$ cat src/rtl/papuf_eval_ctrl.sv
// papuf_eval_ctrl: drives one 16-bit pulse-arbiter PUF through repeated
// setup / fire / sample / recover evaluations of a single challenge. Each
// response bit is majority-voted over NUM_EVAL samples, and the block also
// reports which bits disagreed across those samples.
module papuf_eval_ctrl #(
    parameter int unsigned SETUP_CYC   = 4,
    parameter int unsigned PULSE_CYC   = 8,
    parameter int unsigned RECOVER_CYC = 8,
    parameter int unsigned NUM_EVAL    = 5
) (
    input  logic        clk,
    input  logic        rst_n,
    input  logic        req_valid,
    output logic        req_ready,
    input  logic [15:0] req_challenge,
    input  logic        abort,
    output logic        resp_valid,
    input  logic        resp_ready,
    output logic [15:0] response,
    output logic [15:0] unstable,
    output logic [15:0] puf_challenge,
    output logic        puf_pulse,
    input  logic [15:0] puf_response
);

    localparam int unsigned CW   = $clog2(NUM_EVAL + 1);
    localparam int unsigned PMAX = (SETUP_CYC > PULSE_CYC)
                                 ? ((SETUP_CYC > RECOVER_CYC) ? SETUP_CYC : RECOVER_CYC)
                                 : ((PULSE_CYC > RECOVER_CYC) ? PULSE_CYC : RECOVER_CYC);
    localparam int unsigned PW   = $clog2(PMAX + 1);

    localparam logic [PW-1:0] SETUP_LAST   = PW'(SETUP_CYC - 1);
    localparam logic [PW-1:0] PULSE_LAST   = PW'(PULSE_CYC - 1);
    localparam logic [PW-1:0] RECOVER_LAST = PW'(RECOVER_CYC - 1);
    localparam logic [CW-1:0] EVAL_TOTAL   = CW'(NUM_EVAL);
    localparam logic [CW-1:0] EVAL_HALF    = CW'(NUM_EVAL / 2);

    typedef enum logic [2:0] {IDLE, SETUP, FIRE, SAMPLE, RECOVER, DONE} state_t;

    state_t        state;
    state_t        next_state;
    logic [PW-1:0] phase_cnt;
    logic [CW-1:0] eval_cnt;
    logic [CW-1:0] ones [16];
    logic [15:0]   sync_q1;
    logic [15:0]   sync_q2;
    logic          accept;
    logic          sample_hit;
    logic          finish;
    logic          pulse_next;
    logic          valid_next;
    logic [15:0]   vote_resp;
    logic [15:0]   vote_unst;

    // State register.
    // NOTE: sequential state uses non-blocking assignments so every flop
    // samples pre-edge values regardless of block ordering.
    always_ff @(posedge clk or negedge rst_n) begin
        if (!rst_n) state <= IDLE;
        else        state <= next_state;
    end

    // Next-state logic; abort wins over every other input in every state.
    // NOTE: next_state gets a default first so no path leaves it unassigned,
    // which would otherwise infer a latch.
    always_comb begin
        next_state = state;
        unique case (state)
            IDLE:    if (!abort && req_valid) next_state = SETUP;
            SETUP:   if (abort) next_state = IDLE;
                     else if (phase_cnt == SETUP_LAST) next_state = FIRE;
            FIRE:    if (abort) next_state = IDLE;
                     else if (phase_cnt == PULSE_LAST) next_state = SAMPLE;
            SAMPLE:  next_state = abort ? IDLE : RECOVER;
            RECOVER: if (abort) next_state = IDLE;
                     else if (phase_cnt == RECOVER_LAST)
                         next_state = (eval_cnt < EVAL_TOTAL) ? FIRE : DONE;
            DONE:    if (abort || resp_ready) next_state = IDLE;
            default: next_state = IDLE;
        endcase
    end

    // Output decode: handshake ready from the current state, registered
    // outputs and datapath strobes from the upcoming state.
    always_comb begin
        req_ready  = (state == IDLE);
        pulse_next = (next_state == FIRE) || (next_state == SAMPLE);
        valid_next = (next_state == DONE);
        accept     = (state == IDLE)    && (next_state == SETUP);
        sample_hit = (state == SAMPLE)  && (next_state == RECOVER);
        finish     = (state == RECOVER) && (next_state == DONE);
    end

    // Majority vote and disagreement flag per bit from the final counts.
    always_comb begin
        vote_resp = '0;
        vote_unst = '0;
        for (int i = 0; i < 16; i++) begin
            vote_resp[i] = (ones[i] > EVAL_HALF);
            vote_unst[i] = (ones[i] != '0) && (ones[i] != EVAL_TOTAL);
        end
    end

    // Phase counter restarts on every state change and only runs in timed states.
    always_ff @(posedge clk or negedge rst_n) begin
        if (!rst_n)                    phase_cnt <= '0;
        else if (next_state != state)  phase_cnt <= '0;
        else if (state == SETUP || state == FIRE || state == RECOVER)
                                       phase_cnt <= phase_cnt + PW'(1);
    end

    // Two-flop synchronizer for the asynchronous array output.
    always_ff @(posedge clk or negedge rst_n) begin
        if (!rst_n) begin
            sync_q1 <= '0;
            sync_q2 <= '0;
        end else begin
            sync_q1 <= puf_response;
            sync_q2 <= sync_q1;
        end
    end

    // Challenge latch plus per-bit ones counters and evaluation counter.
    // NOTE: the ones array is sixteen small flop counters, not a RAM, so it
    // takes the async reset like any other register.
    always_ff @(posedge clk or negedge rst_n) begin
        if (!rst_n) begin
            puf_challenge <= '0;
            eval_cnt      <= '0;
            for (int i = 0; i < 16; i++) ones[i] <= '0;
        end else if (accept) begin
            puf_challenge <= req_challenge;
            eval_cnt      <= '0;
            for (int i = 0; i < 16; i++) ones[i] <= '0;
        end else if (sample_hit) begin
            eval_cnt <= eval_cnt + CW'(1);
            for (int i = 0; i < 16; i++) ones[i] <= ones[i] + CW'(sync_q2[i]);
        end
    end

    // Registered array pulse, response valid and the voted result.
    always_ff @(posedge clk or negedge rst_n) begin
        if (!rst_n) begin
            puf_pulse  <= 1'b0;
            resp_valid <= 1'b0;
            response   <= '0;
            unstable   <= '0;
        end else begin
            puf_pulse  <= pulse_next;
            resp_valid <= valid_next;
            if (finish) begin
                response <= vote_resp;
                unstable <= vote_unst;
            end
        end
    end

endmodule

$ cat config.mk
export PLATFORM = sky130hd
export DESIGN_NAME = papuf_eval_ctrl
export DESIGN_NICKNAME = d
export VERILOG_FILES = /design/src/rtl/papuf_eval_ctrl.sv
export SDC_FILE = /design/constraint.sdc
export NUM_CORES = 1
export LEC_CHECK = 0
export CORE_MARGIN = 2
export CORE_UTILIZATION = 50
export CTS_CLUSTER_DIAMETER = 60
export DETAILED_ROUTE_END_ITERATION = 12
export DONT_BUFFER_PORTS = 1
export PLACE_DENSITY = 0.68
export SLEW_MARGIN = 30
export SYNTH_ARGS = -nofsm -noshare
export SYNTH_HDL_FRONTEND = slang
export SYNTH_SLANG_ARGS = --single-unit
$ cat constraint.sdc
create_clock -name clk -period 1.7 [get_ports clk]
set_input_delay 0.34 -clock clk [delete_from_list [all_inputs] [get_ports clk]]
set_output_delay 0.34 -clock clk [all_outputs]
set_load 0.05 [all_outputs]
# ---- Word-level counts from Yosys, hierarchy flattened
# Cells that the tools add are included.
# W data, S select, Z words.
dict set report totals {
  register_bits 140
  word_cells 151
}
dict set report op_classes {
  addsub 18
  n_lt_le_gt_ge 17
  n_eq_ne 29
  n_mux 17
  n_reduce_logical 44
}
# operator count
set ops {}
lappend ops {{$mux W48} 2}
lappend ops {{$add A3 B1 Y3} 16}
lappend ops {{$gt A3 B2 Y1 const B} 16}
lappend ops {{$ne A3 B3 Y1 const B} 16}
lappend ops {{$reduce_bool A3 Y1} 16}
lappend ops {{$mux W3} 12}
lappend ops {{$logic_and A1 B1 Y1} 20}
lappend ops {{$pmux W3 S6} 1}
lappend ops {{$eq A3 B2 Y1 const B} 4}
lappend ops {{$eq A3 B3 Y1 const B} 4}
lappend ops {{$mux W4} 2}
lappend ops {{$eq A3 B1 Y1 const B} 2}
lappend ops {{$add A4 B1 Y4 const B} 1}
lappend ops {{$eq A4 B2 Y1 const B} 1}
lappend ops {{$eq A4 B3 Y1 const B} 1}
lappend ops {{$logic_or A1 B1 Y1} 4}
lappend ops {{$reduce_bool A2 Y1} 2}
lappend ops {{$add A3 B1 Y3 const B} 1}
lappend ops {{$logic_not A3 Y1} 1}
lappend ops {{$lt A3 B3 Y1 const B} 1}
lappend ops {{$ne A3 B3 Y1} 1}
lappend ops {{$logic_not A1 Y1} 1}

# ---- Logic depth before layout (Yosys ltp)
# Gate-level depths: netlist (run 1).
dict set report logic_depth {
  depth_word 9
  depth_mapped 8
}

# ---- Worst setup path after synthesis (run 1)
# OpenSTA, ideal clock, no wires.
dict set report synth_path {
  kind {flip-flop to output port}
  start {register state[2]}
  end {output req_ready}
  arrival_ns 1.659
  setup_slack_ns -0.299
  path_stages_with_launch 3
  n_path_buf 1
  cell_sequence {dfrtp_1 -> clkbuf_1 -> nor3_1}
}
dict set report synth_between {
  elab_chain_len 1
}
# item line
set synth_lines {}
lappend synth_lines {{start: declaration} 40} ;# state_t state;
lappend synth_lines {{start signal: assignment} 60} ;# else state <= next_state;
lappend synth_lines {{$logic_not A3 Y1} 86} ;# req_ready = (state == IDLE);
lappend synth_lines {{end: declaration} 14} ;# output logic req_ready,
# No other way between the ends.

# ---- Worst setup path after layout (run 1)
dict set report layout_path {
  start {register phase_cnt[0]}
  end {register unstable[5]}
}
dict set report layout_between {
  elab_chain_len 6
  elab_cells_between_ends 11
  cone_classes {3 x eq/ne; 7 x mux; 1 x reduce/logical}
}
# item line
set layout_lines {}
lappend layout_lines {{start: declaration} 42} ;# logic [PW-1:0] phase_cnt;
lappend layout_lines {{start signal: assignment} 109} ;# phase_cnt <= phase_cnt + PW'(1);
lappend layout_lines {{$eq A4 B3 Y1 / $eq A4 B2 Y1 (equally long branches)} {73, 76, 71}}
lappend layout_lines {{$mux W3, on equally long branches} {76, 71, 73}}
lappend layout_lines {{$mux W3, on equally long branches} {75, 70, 72}}
lappend layout_lines {{$pmux W3 S6 (*)} 68} ;# unique case (state)
lappend layout_lines {{$eq A3 B3 Y1 (*)} 91} ;# finish = (state == RECOVER) && (next_state == DONE);
lappend layout_lines {{$logic_and A1 B1 Y1 (*)} 91}
lappend layout_lines {{end signal: assignment} 153} ;# unstable <= vote_unst;
lappend layout_lines {{end: declaration} 20} ;# output logic [15:0] unstable,
# Every way passes the cells marked *; elsewhere a longest branch is shown, timed or not.
# A chain may end at the register's enable or synchronous reset.

==> results of run 1 <==
==> per-layer routing <==
metal	GRT usage, %	vias up	wire (µm)
li1	-	1840	-
met1	21.8	1840	4580
met5	0	-	0
met3	7.61	13	794
met2	29.4	93	5320
met4	8.29	0	166
==> path summary, 6_finish.rpt <==
kind	end	slack, ns	depth (start not counted)
min in group clk	puf_challenge[13]	0.07	1
hold reg to reg	sync_q2[9]	0.34	0
setup / recovery	unstable[5]	-0.008	7
max in group asynchronous	state[0]	1.85	0
hold / removal	puf_pulse	-0.38	0
setup reg to reg	unstable[5]	-0.008	7
==> cells in the mapped netlist (all sizes together) <==
| cell | count | area share (%) |
|---|---|---|
| and3 | 1 | 0.11 |
| xor2 | 35 | 5.2 |
| a32oi | 1 | 0.15 |
| nor4b | 1 | 0.15 |
| dfrtp | 140 | 59 |
| or3 | 1 | 0.11 |
| a31oi | 1 | 0.11 |
| clkbuf | 6 | 0.38 |
| nand2b | 4 | 0.42 |
| or4b | 1 | 0.17 |
| or3b | 2 | 0.29 |
| a21oi | 49 | 4.1 |
| nor3 | 1 | 0.084 |
| xnor2 | 3 | 0.44 |
| buf | 22 | 2.6 |
| o21a | 1 | 0.13 |
| ha | 34 | 7.2 |
| mux2i | 1 | 0.17 |
| nor2 | 44 | 2.8 |
| a211oi | 2 | 0.34 |
| nor3b | 1 | 0.21 |
| nand4 | 1 | 0.11 |
| or2 | 1 | 0.15 |
| nand3 | 4 | 0.34 |
| inv | 2 | 0.13 |
| and3b | 1 | 0.15 |
| o21ai | 37 | 4.3 |
| o31ai | 1 | 0.13 |
| mux2 | 16 | 3.0 |
| nand2 | 119 | 7.5 |
| and2 | 1 | 0.11 |
| o32ai | 1 | 0.15 |
==> critical path, cell delays in order (launching register included) <==
cell and delay (ns):
dfrtp_1 0.38, ha_2 0.19, and3b_2 0.24, a211oi_4 0.26, nand3_4 0.15, buf_12 0.19, nand2_1 0.10, o21ai_2 0.06
==> cell families after synthesis <==
logic type	share of synthesized area [%]
and+or+nand+nor	12.7
DFF	58.9
AOI/OAI and AO/OA	9.36
xor gates and xnor gates	5.60
adders and majority gates	7.15
buffers and inverters	3.09
muxes	3.20
==> flip-flops by register name (all words and copies together), names as in the netlist <==
signal / count
puf_challenge: 16
puf_pulse: 1
state: 3
ones: 48
response: 16
sync_q1: 16
sync_q2: 16
phase_cnt: 4
resp_valid: 1
unstable: 16
eval_cnt: 3
==> layout make-up <==
| class | instances | area [µm²] | area share [%] |
|---|---|---|---|
| inverters | 2 | 7.51 | 0.105 |
| flip-flops and latches | 140 | 3510 | 49.0 |
| repair buffers | 41 | 453 | 6.33 |
| multi-input cells | 365 | 2350 | 32.8 |
| well taps | 143 | 179 | 2.50 |
| clock buffers | 21 | 480 | 6.71 |
| clock inverters | 10 | 186 | 2.60 |
==> what timing repair did <==
item,in CTS,in global routing
buffers inserted,1,3
pin swaps,0,1
gates resized for setup,3,24
setup endpoints to repair,27,105
hold endpoints to repair,158,140
gates cloned,0,1
==> per-stage QoR <==
step / cell area [µm²] / setup TNS (ns) / total power [mW] / utilization, %
final: 7160 / -0.0184 / 8.53 / 62.2
after CTS: 7040 / -0.484 / 8.58 / 61.1
after global placement: 6180 / 0 / 4.38 / 53.7
after global routing: 7160 / -1.74 / 8.84 / 62.2
after detailed placement: 6180 / -0.0812 / 4.41 / 53.7
after floorplan: 5950 / 0 / 4.28 / -
==> placed cells by master (no fill, tap or decap), types with 2 or more instances in the layout <==
cell type | synthesis | final
dfrtp_1 | 140 | 138
ha_1 | 34 | 33
clkinvlp_4 | 0 | 3
buf_6 | 7 | 6
o21ai_2 | 18 | 19
xor2_1 | 35 | 35
clkbuf_16 | 0 | 18
a21oi_1 | 49 | 49
nand2b_1 | 4 | 3
o21ai_1 | 15 | 15
nand3_1 | 4 | 2
dfrtp_2 | 0 | 2
bufinv_16 | 0 | 5
nand2_1 | 119 | 111
o21ai_0 | 4 | 3
nor2_1 | 44 | 44
dlygate4sd3_1 | 0 | 17
clkbuf_8 | 0 | 4
nand2_2 | 0 | 8
mux2_2 | 16 | 16
inv_1 | 2 | 2
buf_4 | 0 | 12
buf_12 | 0 | 5
or3b_1 | 2 | 2
xnor2_1 | 3 | 3
==> power by group through the flow <==
stage,clock network (mW),registers [mW],logic (mW)
global route,4.34,3.99,0.500
finish,4.11,3.97,0.449
floorplan,0,3.99,0.286
global placement,0,4.02,0.359
detailed placement,0,4.02,0.383
CTS,4.19,3.97,0.420
==> results.tsv, run 1 <==
stage	metric	value	unit
worst_hold_path	Hold Path Class	input port to asynchronous set/reset pin	
yosys	Synthesis Warnings	0	
power_and_ir_drop	Comb pwr share	5.3	%
timing	minimum clock period	1.71	ns
setup_path	Setup crit start	phase_cnt[0]	
timing	Max Freq	586	MHz
setup_path	Reg-to-Reg Start	phase_cnt[0]	
setup_path	CP Capture Type	flip-flop	
cts	Clock Path Buffers	2	
timing	final worst slack	-0.00762	ns
power_and_ir_drop	switching share of total power	23.8	%
grt	largest net degree at the start of global routing	141	
power_and_ir_drop	internal power	6.50	mW
power_and_ir_drop	switching power	2.03	mW
yosys	Mapped Nets	606	
placement	routability congestion estimate	0.826	
detailed_routing	WL final	10.9	mm
cts	Skew-Pair Late Insertion Delay	0.42	ns
timing	endpoints failing setup	5	
timing	worst clock skew	0.00509	ns
yosys	Post-Synthesis Cell Area	5950	µm²
floorplanning	die area	12800	µm²
flow_run	max_cap viols	0	
grt	All-Layer GR Usage	18.4	%
setup_path	Critical Path Fanout Max	30	
finish	Post-Layout Cell Count	722	
cts	H-tree levels	4	
finish	area grow syn2layout	20.4	%
setup_path	critical path class	flip-flop to flip-flop	
floorplanning	core footprint	11500	µm²
power_and_ir_drop	Seq pwr share	46.6	%
cts	Worst-path clk slew	0.06	ns
finish	NumNets Final	638	
timing	RSZ-0062 raised after global routing	true	
placement	Placed Cells	669	
outcome	run status	finished, violations left	
yosys	sequential area share after synthesis	58.9	%
detailed_routing	via count of the routed design	3786	
finish	proportion of layout cells with a drive suffix above 1	19.2	%
cts	CTS tree	yes	
grt	gr ovfl total	0	
detailed_routing	# DRC	4	
timing	Final Max Tran Viols	0	
power_and_ir_drop	clock power share	48.2	%
grt	first-pass GRT wire length	18.0	mm
placement	HPWL Detailed	6.55	mm
timing	Least-Margin Pin Slew	0.543	ns
cts	total CTS buffers	17	
cts	Hold Buf Count CTS	17	
timing	hold violation total from the final report	140	
finish	Layout fillers	915	
timing	Hold WS	-0.385	ns
cts	CTS root buffer	clkbuf_16	
outcome	failing checks	DRC, hold timing, setup timing	
cts	Sink Count	140	
floorplanning	row count	39	
setup_path	crit path DAT	2.01	ns
grt	vias in the first global route	3813	
floorplanning	Die Y	113	µm
detailed_routing	first-pass iteration count of the detailed router	9	
power_and_ir_drop	peak supply drop	0.000942	V
floorplanning	initial core utilization	51.6	%
yosys	Yosys reg bits	140	
yosys	Avg Cell Area, Syn	11.1	µm²
floorplanning	Die X	113	µm
detailed_routing	DR WL/cell	15.0	µm
yosys	count of cell types in the netlist	36	
timing	Max-slew headroom	63.8	%
timing	post-route clock period utilization	100	%
finish	antenna fix cells	0	
power_and_ir_drop	pwr/cell area	1190	nW/µm²
detailed_routing	initial drt markers	238	
setup_path	CP startpoint kind	flip-flop	
setup_path	CP required	2.00	ns
detailed_routing	vias per cell	5.24	
yosys	Cells after Synth	535	
detailed_routing	Detail Route Antenna Nets	0	
grt	initial antenna violation count	0	
power_and_ir_drop	Leak	3.38	nW
placement	pre-CTS setup slack	-0.0197	ns
placement	Port-buffer cells	0	
floorplanning	IO Pins	88	
(Power assumes the default switching activity.)
==> run 2: changes to the inputs <==
TNS_END_PERCENT = 20   (was not set)
==> results.tsv, run 2 (synthesis results as in run 1) <==
stage	metric	value	unit
floorplanning	row count	39	
setup_path	CP startpoint kind	flip-flop	
power_and_ir_drop	switching power	2.01	mW
power_and_ir_drop	Comb pwr share	5.0	%
finish	most common cell after layout, fill and taps aside	dfrtp_1	
floorplanning	initial core utilization	51.6	%
outcome	failing checks	DRC, hold timing, setup timing	
power_and_ir_drop	Leak	3.36	nW
placement	HPWL Detailed	6.55	mm
grt	initial antenna violation count	0	
setup_path	slowest cell delay on critical path	0.40	ns
timing	Max Freq	580	MHz
detailed_routing	WL final	10.7	mm
cts	H-tree levels	4	
power_and_ir_drop	total power	8.50	mW
floorplanning	die area	12800	µm²
timing	RSZ-0062 raised after global routing	true	
finish	antenna fix cells	0	
setup_path	crit path DAT	2.02	ns
cts	Hold Buf Count CTS	17	
grt	largest net degree at the start of global routing	141	
detailed_routing	first-pass iteration count of the detailed router	9	
placement	dpl cell area	6180	µm²
placement	Placed Cells	669	
finish	Post-Layout Cell Count	720	
setup_path	slowest CP cell	dfrtp_1	
cts	CTS root buffer	clkbuf_16	
finish	NumNets Final	636	
setup_path	Critical Path, Cell by Cell	ha_1 > and3b_1 > a211oi_2 > nand3_4 > buf_12 > nand2_1 > o21ai_2	
timing	post-route clock period utilization	101	%
power_and_ir_drop	peak supply drop	0.000929	V
setup_path	CP Capture Type	flip-flop	
cts	Worst-path clk slew	0.06	ns
cts	Skew-Pair Late Insertion Delay	0.41	ns
finish	proportion of layout cells with a drive suffix above 1	17.0	%
detailed_routing	DR top layer	met4	
timing	minimum clock period	1.73	ns
detailed_routing	DR WL/cell	14.9	µm
finish	area grow syn2layout	19.4	%
detailed_routing	Detail Route Antenna Nets	0	
power_and_ir_drop	internal power	6.48	mW
finish	Largest Register	ones	
setup_path	CP required	2.00	ns
timing	final worst slack	-0.0253	ns
detailed_routing	vias per cell	5.24	
power_and_ir_drop	Seq pwr share	46.8	%
grt	gr ovfl total	0	
cts	Clock Path Buffers	2	
detailed_routing	WL met2	5.33	mm
timing	Final Max Tran Viols	0	
power_and_ir_drop	switching share of total power	23.7	%
grt	first-pass GRT wire length	18.0	mm
floorplanning	Die Y	113	µm
floorplanning	core footprint	11500	µm²
floorplanning	Die X	113	µm
grt	vias in the first global route	3813	
placement	pre-CTS setup slack	-0.0197	ns
timing	hold violation total from the final report	140	
setup_path	Critical Path Fanout Max	30	
detailed_routing	met3 routed WL	752	µm
flow_run	max_cap viols	0	
grt	All-Layer GR Usage	18.4	%
cts	total CTS buffers	17	
finish	fin area	7100	µm²
timing	worst clock skew	0.00488	ns
timing	Hold WS	-0.383	ns
timing	Least-Margin Pin Slew	0.528	ns
timing	setup_tns	-0.199	ns
outcome	run status	finished, violations left	
setup_path	critical path class	flip-flop to flip-flop	
worst_hold_path	Hold Path Class	input port to asynchronous set/reset pin	
finish	max reg flops	48	
detailed_routing	# DRC	4	
setup_path	R2R depth	7	
finish	most frequent cells in the layout	dfrtp_1, nand2_1, a21oi_1	
timing	Max-slew headroom	64.8	%
floorplanning	IO Pins	88	
placement	routability congestion estimate	0.826	
timing	endpoints failing setup	16	
detailed_routing	initial drt markers	219	
detailed_routing	Metal-1 WL	4.50	mm
power_and_ir_drop	pwr/cell area	1200	nW/µm²
cts	CTS tree	yes	
power_and_ir_drop	clock power share	48.3	%
cts	Sink Count	140	
placement	Port-buffer cells	0	
detailed_routing	via count of the routed design	3776	
finish	post-layout util	61.7	%
-- run 2: what timing repair did --
item	CTS	global route
buffers inserted	1	1
pin swaps	0	2
setup endpoints to repair	27	105
endpoints found under the hold margin	158	140
gates resized for setup	3	10
gates cloned	0	1
-- run 2: worst max-delay path, delay by kind of cell, from the launching register on --
kind                       cells  cell delay [ns]
and+or+nand+nor                3             0.46
DFF                            1             0.40
AOI/OAI and AO/OA              2             0.34
adders and majority gates      1             0.20
buffers and inverters          1             0.19
-- run 2: layout make-up --
type	count	area, µm²
clock buffers	21	480
clock inverters	10	186
fillers	918	4410
inverters	2	7.51
multi-input cells	365	2310
flip-flops and latches	140	3510
well taps	143	179
repair buffers	39	430
-- run 2: worst paths after layout --
kind / start / to / slack, ns
worst max-delay path: phase_cnt[1] / unstable[5] / -0.03
worst min-delay path: rst_n / puf_pulse / -0.38
worst max register to register: phase_cnt[1] / unstable[5] / -0.03
worst min register to register: sync_q1[9] / sync_q2[9] / 0.35
max in group asynchronous: rst_n / state[0] / 1.87
min in group clk: req_challenge[13] / puf_challenge[13] / 0.07
-- run 2: metal layers --
metal	vias up	GRT usage [%]
met5	-	0
li1	1839	-
met4	0	8.29
met3	11	7.61
met1	1833	21.8
met2	93	29.4
-- run 2: power by group through the flow --
stage               Clock [mW]  Combinational [mW]  Sequential, mW
finish                    4.10               0.423            3.97
global route              4.34               0.471            4.00
CTS                       4.19               0.420            3.97
detailed placement           0               0.383            4.02
global placement             0               0.359            4.02
floorplan                    0               0.286            3.99
